File: src/rtl/board_click_tracker_pkg.sv
// Shared constants and types for the board cursor / click tracker.
package board_click_tracker_pkg;

    // Defaults for the board geometry, used as parameter defaults.
    localparam int unsigned COORD_W_DEF     = 12;
    localparam int unsigned BOARD_X0_DEF    = 256;
    localparam int unsigned BOARD_Y0_DEF    = 128;
    localparam int unsigned SQUARE_LOG2_DEF = 6;
    localparam int unsigned BOARD_N_DEF     = 8;
    localparam int unsigned MIN_PRESS_DEF   = 4;

    localparam int unsigned IDX_W_DEF = $clog2(BOARD_N_DEF);

    // Square index packed as {col,row} for the default board size.
    typedef logic [2*IDX_W_DEF-1:0] board_pos_t;

endpackage

File: src/rtl/board_click_tracker_if.sv
// Mouse-side inputs and game-logic-side outputs of the click tracker.
interface board_click_tracker_if
    import board_click_tracker_pkg::*;
#(
    parameter int unsigned COORD_W = COORD_W_DEF,
    parameter int unsigned IDX_W   = IDX_W_DEF
);
    logic                 lmb;
    logic                 rmb;
    logic [COORD_W-1:0]   mouse_xpos;
    logic [COORD_W-1:0]   mouse_ypos;
    logic [2*IDX_W-1:0]   hover_pos;
    logic                 hover_valid;
    logic                 holding;
    logic [2*IDX_W-1:0]   src_pos;
    logic [2*IDX_W-1:0]   dst_pos;
    logic                 pick_pulse;
    logic                 place_pulse;
    logic                 cancel_pulse;

    modport master (
        output lmb, rmb, mouse_xpos, mouse_ypos,
        input  hover_pos, hover_valid, holding, src_pos, dst_pos,
        input  pick_pulse, place_pulse, cancel_pulse
    );

    modport slave (
        input  lmb, rmb, mouse_xpos, mouse_ypos,
        output hover_pos, hover_valid, holding, src_pos, dst_pos,
        output pick_pulse, place_pulse, cancel_pulse
    );
endinterface

File: src/rtl/button_click_filter.sv
// Turns a button level into a single-cycle click on release of a long-enough press.
module button_click_filter #(
    parameter int unsigned MIN_PRESS = 4
) (
    input  logic clk,
    input  logic rst,
    input  logic btn,
    output logic click
);
    localparam logic [7:0] MinPress = 8'(MIN_PRESS);

    logic [7:0] cnt_q;
    logic       btn_q;

    // Count held cycles (saturating) and remember the previous level.
    always_ff @(posedge clk or posedge rst) begin
        if (rst) begin
            cnt_q <= 8'd0;
            btn_q <= 1'b0;
        end else begin
            btn_q <= btn;
            if (btn) begin
                if (cnt_q != 8'hFF) cnt_q <= cnt_q + 8'd1;
            end else begin
                cnt_q <= 8'd0;
            end
        end
    end

    // Only the release cycle can fire, so a held button never repeats.
    assign click = btn_q && !btn && (cnt_q >= MinPress);

endmodule

File: src/rtl/board_click_tracker.sv
// Decodes the cursor onto the board grid and runs the pick/place state machine.
module board_click_tracker
    import board_click_tracker_pkg::*;
#(
    parameter int unsigned COORD_W     = COORD_W_DEF,
    parameter int unsigned BOARD_X0    = BOARD_X0_DEF,
    parameter int unsigned BOARD_Y0    = BOARD_Y0_DEF,
    parameter int unsigned SQUARE_LOG2 = SQUARE_LOG2_DEF,
    parameter int unsigned BOARD_N     = BOARD_N_DEF,
    parameter int unsigned MIN_PRESS   = MIN_PRESS_DEF
) (
    input  logic                  clk,
    input  logic                  rst,
    board_click_tracker_if.slave  bus
);
    localparam int unsigned IDX_W = $clog2(BOARD_N);
    localparam int unsigned POS_W = 2 * IDX_W;
    localparam logic [COORD_W:0] Span = (COORD_W+1)'(BOARD_N << SQUARE_LOG2);
    localparam logic [COORD_W:0] X0   = (COORD_W+1)'(BOARD_X0);
    localparam logic [COORD_W:0] Y0   = (COORD_W+1)'(BOARD_Y0);

    typedef enum logic {S_IDLE, S_HOLD} state_t;

    state_t             state_q;
    logic [POS_W-1:0]   hover_pos_q, src_pos_q, dst_pos_q;
    logic               hover_valid_q, holding_q;
    logic               pick_q, place_q, cancel_q;
    logic               lmb_click, rmb_click;

    // One extra bit keeps left/above-board coordinates negative instead of wrapping.
    logic [COORD_W:0]   dx, dy;
    logic               in_x, in_y;
    logic [IDX_W-1:0]   col, row;

    assign dx   = {1'b0, bus.mouse_xpos} - X0;
    assign dy   = {1'b0, bus.mouse_ypos} - Y0;
    assign in_x = !dx[COORD_W] && (dx < Span);
    assign in_y = !dy[COORD_W] && (dy < Span);
    assign col  = dx[SQUARE_LOG2 +: IDX_W];
    assign row  = dy[SQUARE_LOG2 +: IDX_W];

    button_click_filter #(.MIN_PRESS(MIN_PRESS)) u_lmb_filter (
        .clk   (clk),
        .rst   (rst),
        .btn   (bus.lmb),
        .click (lmb_click)
    );

    button_click_filter #(.MIN_PRESS(MIN_PRESS)) u_rmb_filter (
        .clk   (clk),
        .rst   (rst),
        .btn   (bus.rmb),
        .click (rmb_click)
    );

    // Register the hovered square; the last valid square is kept while off-board.
    always_ff @(posedge clk or posedge rst) begin
        if (rst) begin
            hover_pos_q   <= '0;
            hover_valid_q <= 1'b0;
        end else begin
            hover_valid_q <= in_x && in_y;
            if (in_x && in_y) hover_pos_q <= {col, row};
        end
    end

    // Pick/place FSM; rmb wins over a simultaneous lmb click.
    always_ff @(posedge clk or posedge rst) begin
        if (rst) begin
            state_q   <= S_IDLE;
            holding_q <= 1'b0;
            src_pos_q <= '0;
            dst_pos_q <= '0;
            pick_q    <= 1'b0;
            place_q   <= 1'b0;
            cancel_q  <= 1'b0;
        end else begin
            pick_q   <= 1'b0;
            place_q  <= 1'b0;
            cancel_q <= 1'b0;
            case (state_q)
                S_IDLE: begin
                    if (lmb_click && !rmb_click && hover_valid_q) begin
                        src_pos_q <= hover_pos_q;
                        pick_q    <= 1'b1;
                        holding_q <= 1'b1;
                        state_q   <= S_HOLD;
                    end
                end
                S_HOLD: begin
                    if (rmb_click) begin
                        cancel_q  <= 1'b1;
                        holding_q <= 1'b0;
                        state_q   <= S_IDLE;
                    end else if (lmb_click && hover_valid_q) begin
                        // Dropping back on the source square is a cancel, not a move.
                        if (hover_pos_q != src_pos_q) begin
                            dst_pos_q <= hover_pos_q;
                            place_q   <= 1'b1;
                        end else begin
                            cancel_q  <= 1'b1;
                        end
                        holding_q <= 1'b0;
                        state_q   <= S_IDLE;
                    end
                end
                default: state_q <= S_IDLE;
            endcase
        end
    end

    assign bus.hover_pos    = hover_pos_q;
    assign bus.hover_valid  = hover_valid_q;
    assign bus.holding      = holding_q;
    assign bus.src_pos      = src_pos_q;
    assign bus.dst_pos      = dst_pos_q;
    assign bus.pick_pulse   = pick_q;
    assign bus.place_pulse  = place_q;
    assign bus.cancel_pulse = cancel_q;

endmodule

File: src/flat_wrapper.sv
// flat-port wrapper written by rule: the top's interface ports become plain ports
module board_click_tracker_flat import board_click_tracker_pkg::*;
#(
    parameter int unsigned COORD_W     = COORD_W_DEF,
    parameter int unsigned BOARD_X0    = BOARD_X0_DEF,
    parameter int unsigned BOARD_Y0    = BOARD_Y0_DEF,
    parameter int unsigned SQUARE_LOG2 = SQUARE_LOG2_DEF,
    parameter int unsigned BOARD_N     = BOARD_N_DEF,
    parameter int unsigned MIN_PRESS   = MIN_PRESS_DEF
)
  (clk, rst, bus_lmb, bus_rmb, bus_mouse_xpos, bus_mouse_ypos, bus_hover_pos, bus_hover_valid, bus_holding, bus_src_pos, bus_dst_pos, bus_pick_pulse, bus_place_pulse, bus_cancel_pulse);
  board_click_tracker_if #(.COORD_W(COORD_W)) bus_i ();
  input  logic clk;
  input  logic rst;
  input wire logic [$bits(bus_i.lmb)-1:0] bus_lmb;
  input wire logic [$bits(bus_i.rmb)-1:0] bus_rmb;
  input wire logic [$bits(bus_i.mouse_xpos)-1:0] bus_mouse_xpos;
  input wire logic [$bits(bus_i.mouse_ypos)-1:0] bus_mouse_ypos;
  output wire logic [$bits(bus_i.hover_pos)-1:0] bus_hover_pos;
  output wire logic [$bits(bus_i.hover_valid)-1:0] bus_hover_valid;
  output wire logic [$bits(bus_i.holding)-1:0] bus_holding;
  output wire logic [$bits(bus_i.src_pos)-1:0] bus_src_pos;
  output wire logic [$bits(bus_i.dst_pos)-1:0] bus_dst_pos;
  output wire logic [$bits(bus_i.pick_pulse)-1:0] bus_pick_pulse;
  output wire logic [$bits(bus_i.place_pulse)-1:0] bus_place_pulse;
  output wire logic [$bits(bus_i.cancel_pulse)-1:0] bus_cancel_pulse;
  assign bus_i.lmb = bus_lmb;
  assign bus_i.rmb = bus_rmb;
  assign bus_i.mouse_xpos = bus_mouse_xpos;
  assign bus_i.mouse_ypos = bus_mouse_ypos;
  assign bus_hover_pos = bus_i.hover_pos;
  assign bus_hover_valid = bus_i.hover_valid;
  assign bus_holding = bus_i.holding;
  assign bus_src_pos = bus_i.src_pos;
  assign bus_dst_pos = bus_i.dst_pos;
  assign bus_pick_pulse = bus_i.pick_pulse;
  assign bus_place_pulse = bus_i.place_pulse;
  assign bus_cancel_pulse = bus_i.cancel_pulse;
  board_click_tracker #(.COORD_W(COORD_W), .BOARD_X0(BOARD_X0), .BOARD_Y0(BOARD_Y0), .SQUARE_LOG2(SQUARE_LOG2), .BOARD_N(BOARD_N), .MIN_PRESS(MIN_PRESS)) u_core (.clk(clk), .rst(rst), .bus(bus_i));
endmodule
File: config.mk
export PLATFORM = sky130hd
export DESIGN_NAME = board_click_tracker_flat
export DESIGN_NICKNAME = d
export VERILOG_FILES = /design/src/rtl/board_click_tracker_pkg.sv /design/src/rtl/board_click_tracker_if.sv /design/src/rtl/button_click_filter.sv /design/src/rtl/board_click_tracker.sv /design/src/flat_wrapper.sv
export SDC_FILE = /design/constraint.sdc
export NUM_CORES = 1
export LEC_CHECK = 0
export BUFFER_PORTS_ARGS = -buffer_cell sky130_fd_sc_hd__buf_4
export CELL_PAD_IN_SITES_DETAIL_PLACEMENT = 2
export CELL_PAD_IN_SITES_GLOBAL_PLACEMENT = 2
export CORE_AREA = 3 3 80 82
export CTS_CLUSTER_SIZE = 30
export DETAILED_ROUTE_END_ITERATION = 16
export DIE_AREA = 0 0 83 85
export PLACE_DENSITY_LB_ADDON = 0.1
export SLEW_MARGIN = 20
export SYNTH_ARGS = -nofsm -noshare
export SYNTH_HDL_FRONTEND = slang
export SYNTH_SLANG_ARGS = --single-unit
File: constraint.sdc
create_clock -name clk -period 5.02 [get_ports clk]
set_clock_uncertainty 0.2 [all_clocks]
set_input_delay 1.255 -clock clk [delete_from_list [all_inputs] [get_ports clk]]
set_output_delay 1.255 -clock clk [all_outputs]
set_load 0.005 [all_outputs]
======== Yosys cells after proc, flatten, opt, wreduce, memory -nomap -nowiden ========
Index checks and enable logic that the tools add are counted.
operators by class
  add/sub/neg operators ................... 4
  magnitude comparators ................... 4
  multiplexer cells ....................... 21
  equal/unequal tests ..................... 7
  reductions and logical operators ........ 18
  bitwise logic cells ..................... 2
operator list
  operator               count
  $mux 8                 4
  $lt 13x10->1 const B   2
  $add 8x1->8 const B    2
  $ge 8x3->1 const B     2
  $ne 8x8->1 const B     2
  $mux 1                 15
  $sub 12x8->13 const B  1
  $sub 12x9->13 const B  1
  $logic_and 1x1->1      10
  $ne 2x1->1 const B     3
  $ne 6x6->1             1
  $logic_not 1->1        5
  $pmux 1 s2             2
  $reduce_and 2->1       2
  $reduce_and 4->1       1
  $ne 3x3->1 const B     1
  $not 1->1              2
word-level totals
  logic and storage cells ................. 69
  flip-flop bits (word level) ............. 42
  output and inout port bits .............. 23

======== Longest topological paths before layout ========
  depth in word-level cells ............... 8
  gate-level depth with buffers ........... 6

======== Modules after synthesis ========
Synthesis repeated with hierarchy kept, for this count alone.
second synthesis, totals
  cells, all modules ...................... 180
  area total of the unflattened synthesis .. 2134.5 um^2
by module, submodules not included
  module                                     area each (um^2)  cells each  sequential area each (um^2)  times used
  board_click_tracker                        1166.1            81          600.6                        1
  button_click_filter (u_core.u_rmb_filter)  496.7             50          225.2                        1
  button_click_filter (u_core.u_lmb_filter)  471.7             49          225.2                        1

======== Least setup slack after synthesis ========
Ideal clock, no wire load.
  kind .................................... input to register
  start ................................... in bus_rmb
  end ..................................... reg u_core.dst_pos_q[0] (netlist: u_core.bus.dst_pos[0])
  arrival ................................. 2.536 ns
  stages on the path ...................... 6
  slack ................................... 2.159 ns
  library setup time ...................... 0.125 ns
  buffers on the path ..................... 2
  cells stage by stage .................... clkbuf_1 > nand2b_4 > a21oi_1 > a2111o_1 > buf_6 > mux2_4
on the way
  word-level cells in the longest chain between the ends .. 5
RTL lines
  element                            line                       source
  start: declaration                 flat_wrapper.sv:16         input wire logic [$bits(bus_i.rmb)-1:0] bus_rmb;
  $logic_not 1->1                    button_click_filter.sv:31  assign click = btn_q && !btn && (cnt_q >= MinPress);
  $logic_and 1x1->1 (2 in a row)     button_click_filter.sv:31
  $not 1->1 (no source line)         -
  $reduce_and 4->1 (no source line)  -
  end signal: assignment             board_click_tracker.sv:98  dst_pos_q <= hover_pos_q;
  end: declaration                   board_click_tracker.sv:25  logic [POS_W-1:0] hover_pos_q, src_pos_q, dst_pos_q;
No other way between the ends.
A chain may end at the register's enable or synchronous reset.

======== Final worst setup path ========
  start ................................... in bus_mouse_xpos[8]
  end ..................................... reg u_core.hover_pos_q[4] (netlist: u_core.bus.hover_pos[4])
on the way
  word-level cells in the longest chain between the ends .. 4
  elaborated cells between the ends (all ways) .. 5
  those cells by class .................... add/sub (1); order compare (1); reduce/logical (3)
RTL lines
  element                 line                       source
  start: declaration      flat_wrapper.sv:17         input wire logic [$bits(bus_i.mouse_xpos)-1:0] bus_mouse_xpos;
  $sub 12x9->13           board_click_tracker.sv:35  assign dx = {1'b0, bus.mouse_xpos} - X0;
  net u_core.dx[8]        board_click_tracker.sv:31  logic [COORD_W:0] dx, dy;
  $lt 13x10->1            board_click_tracker.sv:37  assign in_x = !dx[COORD_W] && (dx < Span);
  $logic_and 1x1->1       board_click_tracker.sv:37
  $logic_and 1x1->1       board_click_tracker.sv:63  if (in_x && in_y) hover_pos_q <= {col, row};
  end signal: assignment  board_click_tracker.sv:63
  end: declaration        board_click_tracker.sv:25
The timed path passes the listed nets, and every way through them passes these cells.

==> summary.md <==
| Metric | Value |
|---|---|
| Outcome | `finished clean` |
| Clk sinks | `42` |
| Accumulated negative setup slack | `0 ns` |
| H-tree depth | `2` |
| Commonest non-fill, non-tap cells in the layout | `42 x dfrtp_1, 39 x buf_4, 13 x inv_1, 12 x nand2_1, 11 x mux2_2` |
| Sequential share of the synthesized area | `50.9%` |
| Via/cell ratio | `5.12` |
| Clock-pin slew on the worst setup and hold paths | `0.08 ns` |
| Mux cell area share after synthesis | `10.8%` |
| Post-route minimum period | `2.89 ns` |
| Fmax achieved | `346 MHz` |
| Critical path fanouts, max | `7` |
| Initial Util | `35.5%` |
| Fin crit share | `57.5%` |
| Worst Reg-to-Reg Cells | `4` |
| Placed cells | `292` |
| Worst skew pair latency | `0.29 ns` |
| Most common cell after layout, fill and taps aside | `dfrtp_1` |
| FP Rows | `28` |
| Gate Count Post-Synth | `181` |
| DR WL/cell | `16.5 µm` |
| Core Box Area | `0.00582 mm²` |
| Yosys top cell by area | `dfrtp_1` |
| Worst path bufs/invs | `2` |
| DPL Wire Length | `3.74 mm` |
| Die Width | `83 µm` |
| # Post-CTS Setup Buffers | `0` |
| Ys async rst share | `100%` |
| Share of the synthesized area in the top cell type | `50.9%` |
| Leak pwr | `1.25 nW` |
| RSZ-0062 raised after global routing | `false` |
| Delay-heaviest family, CP | `simple AND/OR/NAND/NOR gates` |
| DRT Wirelength | `4.96 mm` |
| Final Non-Filler Cells | `300` |
| Max VDD drop | `0.000157 V` |
| Top FF cell, synth | `dfrtp_1` |
| Synth area leaders | `dfrtp_1 51%, mux2_2 6.0%, mux2_4 4.4%, ha_1 3.6%, xnor2_1 3.4%` |
| Top-level I/O count | `51` |
| Global-route usage over all layers | `15.4%` |
| Via count | `1536` |
| CTS tree | `built` |
| Max incr delay on CP | `0.57 ns` |
| # DRC | `0` |
| Worst-Margin Slew | `0.667 ns` |
| WS Path Type | `input port to flop` |
| CP max stage cell | `nor3_2` |
| Xor/xnor share of the synthesized area | `6.79%` |
| PwrDens | `285 mW/mm²` |
| Antenna diode count | `0` |
| Multi-input gate area | `942 µm²` |
| YS warnings | `0` |
| Fill cell count | `646` |
| Fin util | `43.5%` |
| Number of global-route vias before repair | `1759` |
| Initial antenna violation count | `0` |
| Global-route wire length before repair | `8.85 mm` |
| Final setup fails | `0` |
| Synth Register Bits | `42` |
| Net count, final | `258` |
| Syn avg cell area | `11.4 µm²` |
| Area growth syn-to-layout | `22.4%` |
| Starting DRT DRC Count | `16` |
| Layout cells sized above 1 | `31.1%` |
| Endpoints failing hold | `0` |
| Post-synth EDFFs | `0` |
| Die Y | `85 µm` |
| Critical path required time | `5.01 ns` |
| Worst hold path class | `flop to flop` |
| Worst setup EP type | `flop` |
| Arrival time at the worst endpoint | `2.88 ns` |
| Hold Buf Count CTS | `0` |
| Total power | `0.721 mW` |
| Synth unique cells | `43` |
| PortBufs | `38` |
| Synth Area in Adders | `3.64%` |
| Synth Area in Compound Gates | `9.03%` |
| Gr ovfl total | `0` |
| Worst R2R Start | `u_core.u_rmb_filter.cnt_q[5]` |
| Antenna-violating nets left | `0` |
| Die area | `0.00706 mm²` |
| FF-to-FF setup slack | `2.71 ns` |
| FF/Latch Area | `0.00105 mm²` |
| Syn Nets | `215` |
| GPL Wtd Cong | `0.816` |
| CTS Buf Count | `5` |
| Startpoint types | `input port` |
| Number of max-cap violations | `0` |
| Slew Limit Fails | `0` |
| Clock Tree Buf Depth | `2` |
| Largest net degree at the start of global routing | `28` |
| Hold Crit Start | `u_core.bus.dst_pos[3]` |
| Synth Area in Simple Gates | `15.3%` |
| Worst path cell trace | `buf_4 > inv_1 > ha_1 > xnor2_1 > nand4b_1 > nor3_2 > mux2_2` |
| Synthesized area | `0.00206 mm²` |
| Resized Gates After CTS | `0` |
| Worst R2R End | `u_core.bus.dst_pos[2]` |
| Hold Crit Endpoint | `u_core.bus.dst_pos[3]` |
| Root Buffer | `clkbuf_8` |
| Largest family of logic cells by synthesized area | `simple AND/OR/NAND/NOR gates` |
| Headroom to the max-slew limit | `55.2%` |
| Hold depth | `1` |
| Detailed Routing Iterations Pass 1 | `2` |
-- Yosys cell counts (all sizes together) (3+ instances only) --
library cell	count
nor2	10
nand2	12
ha	6
o21ai	8
xnor2	8
a21oi	4
mux2	17
and3	3
and2	5
inv	14
a21o	3
nand4	3
xor2	8
nand3	5
dfrtp	42
nor3	6
-- logic make-up after synthesis --
| kind of cell | count (synthesis) |
|---|---|
| and+or+nand+nor | 55 |
| DFF | 42 |
| AOI/OAI and AO/OA | 27 |
| muxes | 18 |
| buffers and inverters | 17 |
| xor gates and xnor gates | 16 |
| adders and majority gates | 6 |
-- final cells by class --
cell class | count | share of cell area (%)
repair buffers | 39 | 11.6
multi-input cells | 122 | 37.3
flip-flops and latches | 42 | 41.6
inverters | 14 | 2.08
well taps | 75 | 3.71
clock buffers | 6 | 3.27
clock inverters | 2 | 0.495
-- through the flow --
stage               setup WS [ns]  hold slack (ns)  instance area [µm²]
finish                       2.13            0.325                 2530
global route                 2.00            0.352                 2530
detailed placement           1.75            0.309                 2430
global placement             1.84            0.297                 2430
CTS                          2.08            0.329                 2530
floorplan                    2.16            0.306                 2060
-- state kept, by name, indices dropped and copies added (netlist names) --
register and cells:
u_core.state_q 1, u_core.u_rmb_filter.cnt_q 8, u_core.bus.src_pos 6, u_core.bus.dst_pos 6, u_core.u_rmb_filter.btn_q 1, u_core.u_lmb_filter.cnt_q 8, u_core.bus.place_pulse 1, u_core.bus.cancel_pulse 1
u_core.bus.hover_valid 1, u_core.bus.pick_pulse 1, u_core.bus.holding 1, u_core.u_lmb_filter.btn_q 1, u_core.bus.hover_pos 6
-- worst max path at each step --
stage / from / endpoint / slack, ns / cells past startpoint
3_3_place_gp: bus_mouse_ypos[7] / u_core.bus.hover_pos[5] / 1.84 / 7
4_1_cts: bus_mouse_xpos[8] / u_core.bus.hover_pos[4] / 2.08 / 7
5_1_grt: bus_mouse_xpos[8] / u_core.bus.hover_pos[1] / 2.00 / 7
6_report: bus_mouse_xpos[8] / u_core.bus.hover_pos[4] / 2.13 / 7
3_5_place_dp: bus_mouse_xpos[8] / u_core.bus.hover_pos[4] / 1.75 / 7
2_1_floorplan: bus_rmb / u_core.bus.dst_pos[0] / 2.16 / 6
-- report_power, final --
part | internal, mW | switching [mW] | total (mW)
sequential | 0.359 | 0.0305 | 0.390
combinational | 0.0564 | 0.0446 | 0.101
clock | 0.111 | 0.120 | 0.231
total | 0.526 | 0.195 | 0.721
-- worst register-to-register path: cells and delay by family, from the launching register on --
kind,cells,cell delay (ns)
flops,1,0.43
simple gates,1,0.34
mux,1,0.37
compound gates,2,0.85
-- per-layer routing --
metal / up-vias / wire [µm] / track usage [%]
met3: 5 / 158 / 3.88
met5: - / 0 / 0
li1: 720 / - / -
met1: 790 / 2110 / 18.1
met4: 0 / 46 / 4.01
met2: 21 / 2650 / 28.1
(Power assumes the default switching activity.)
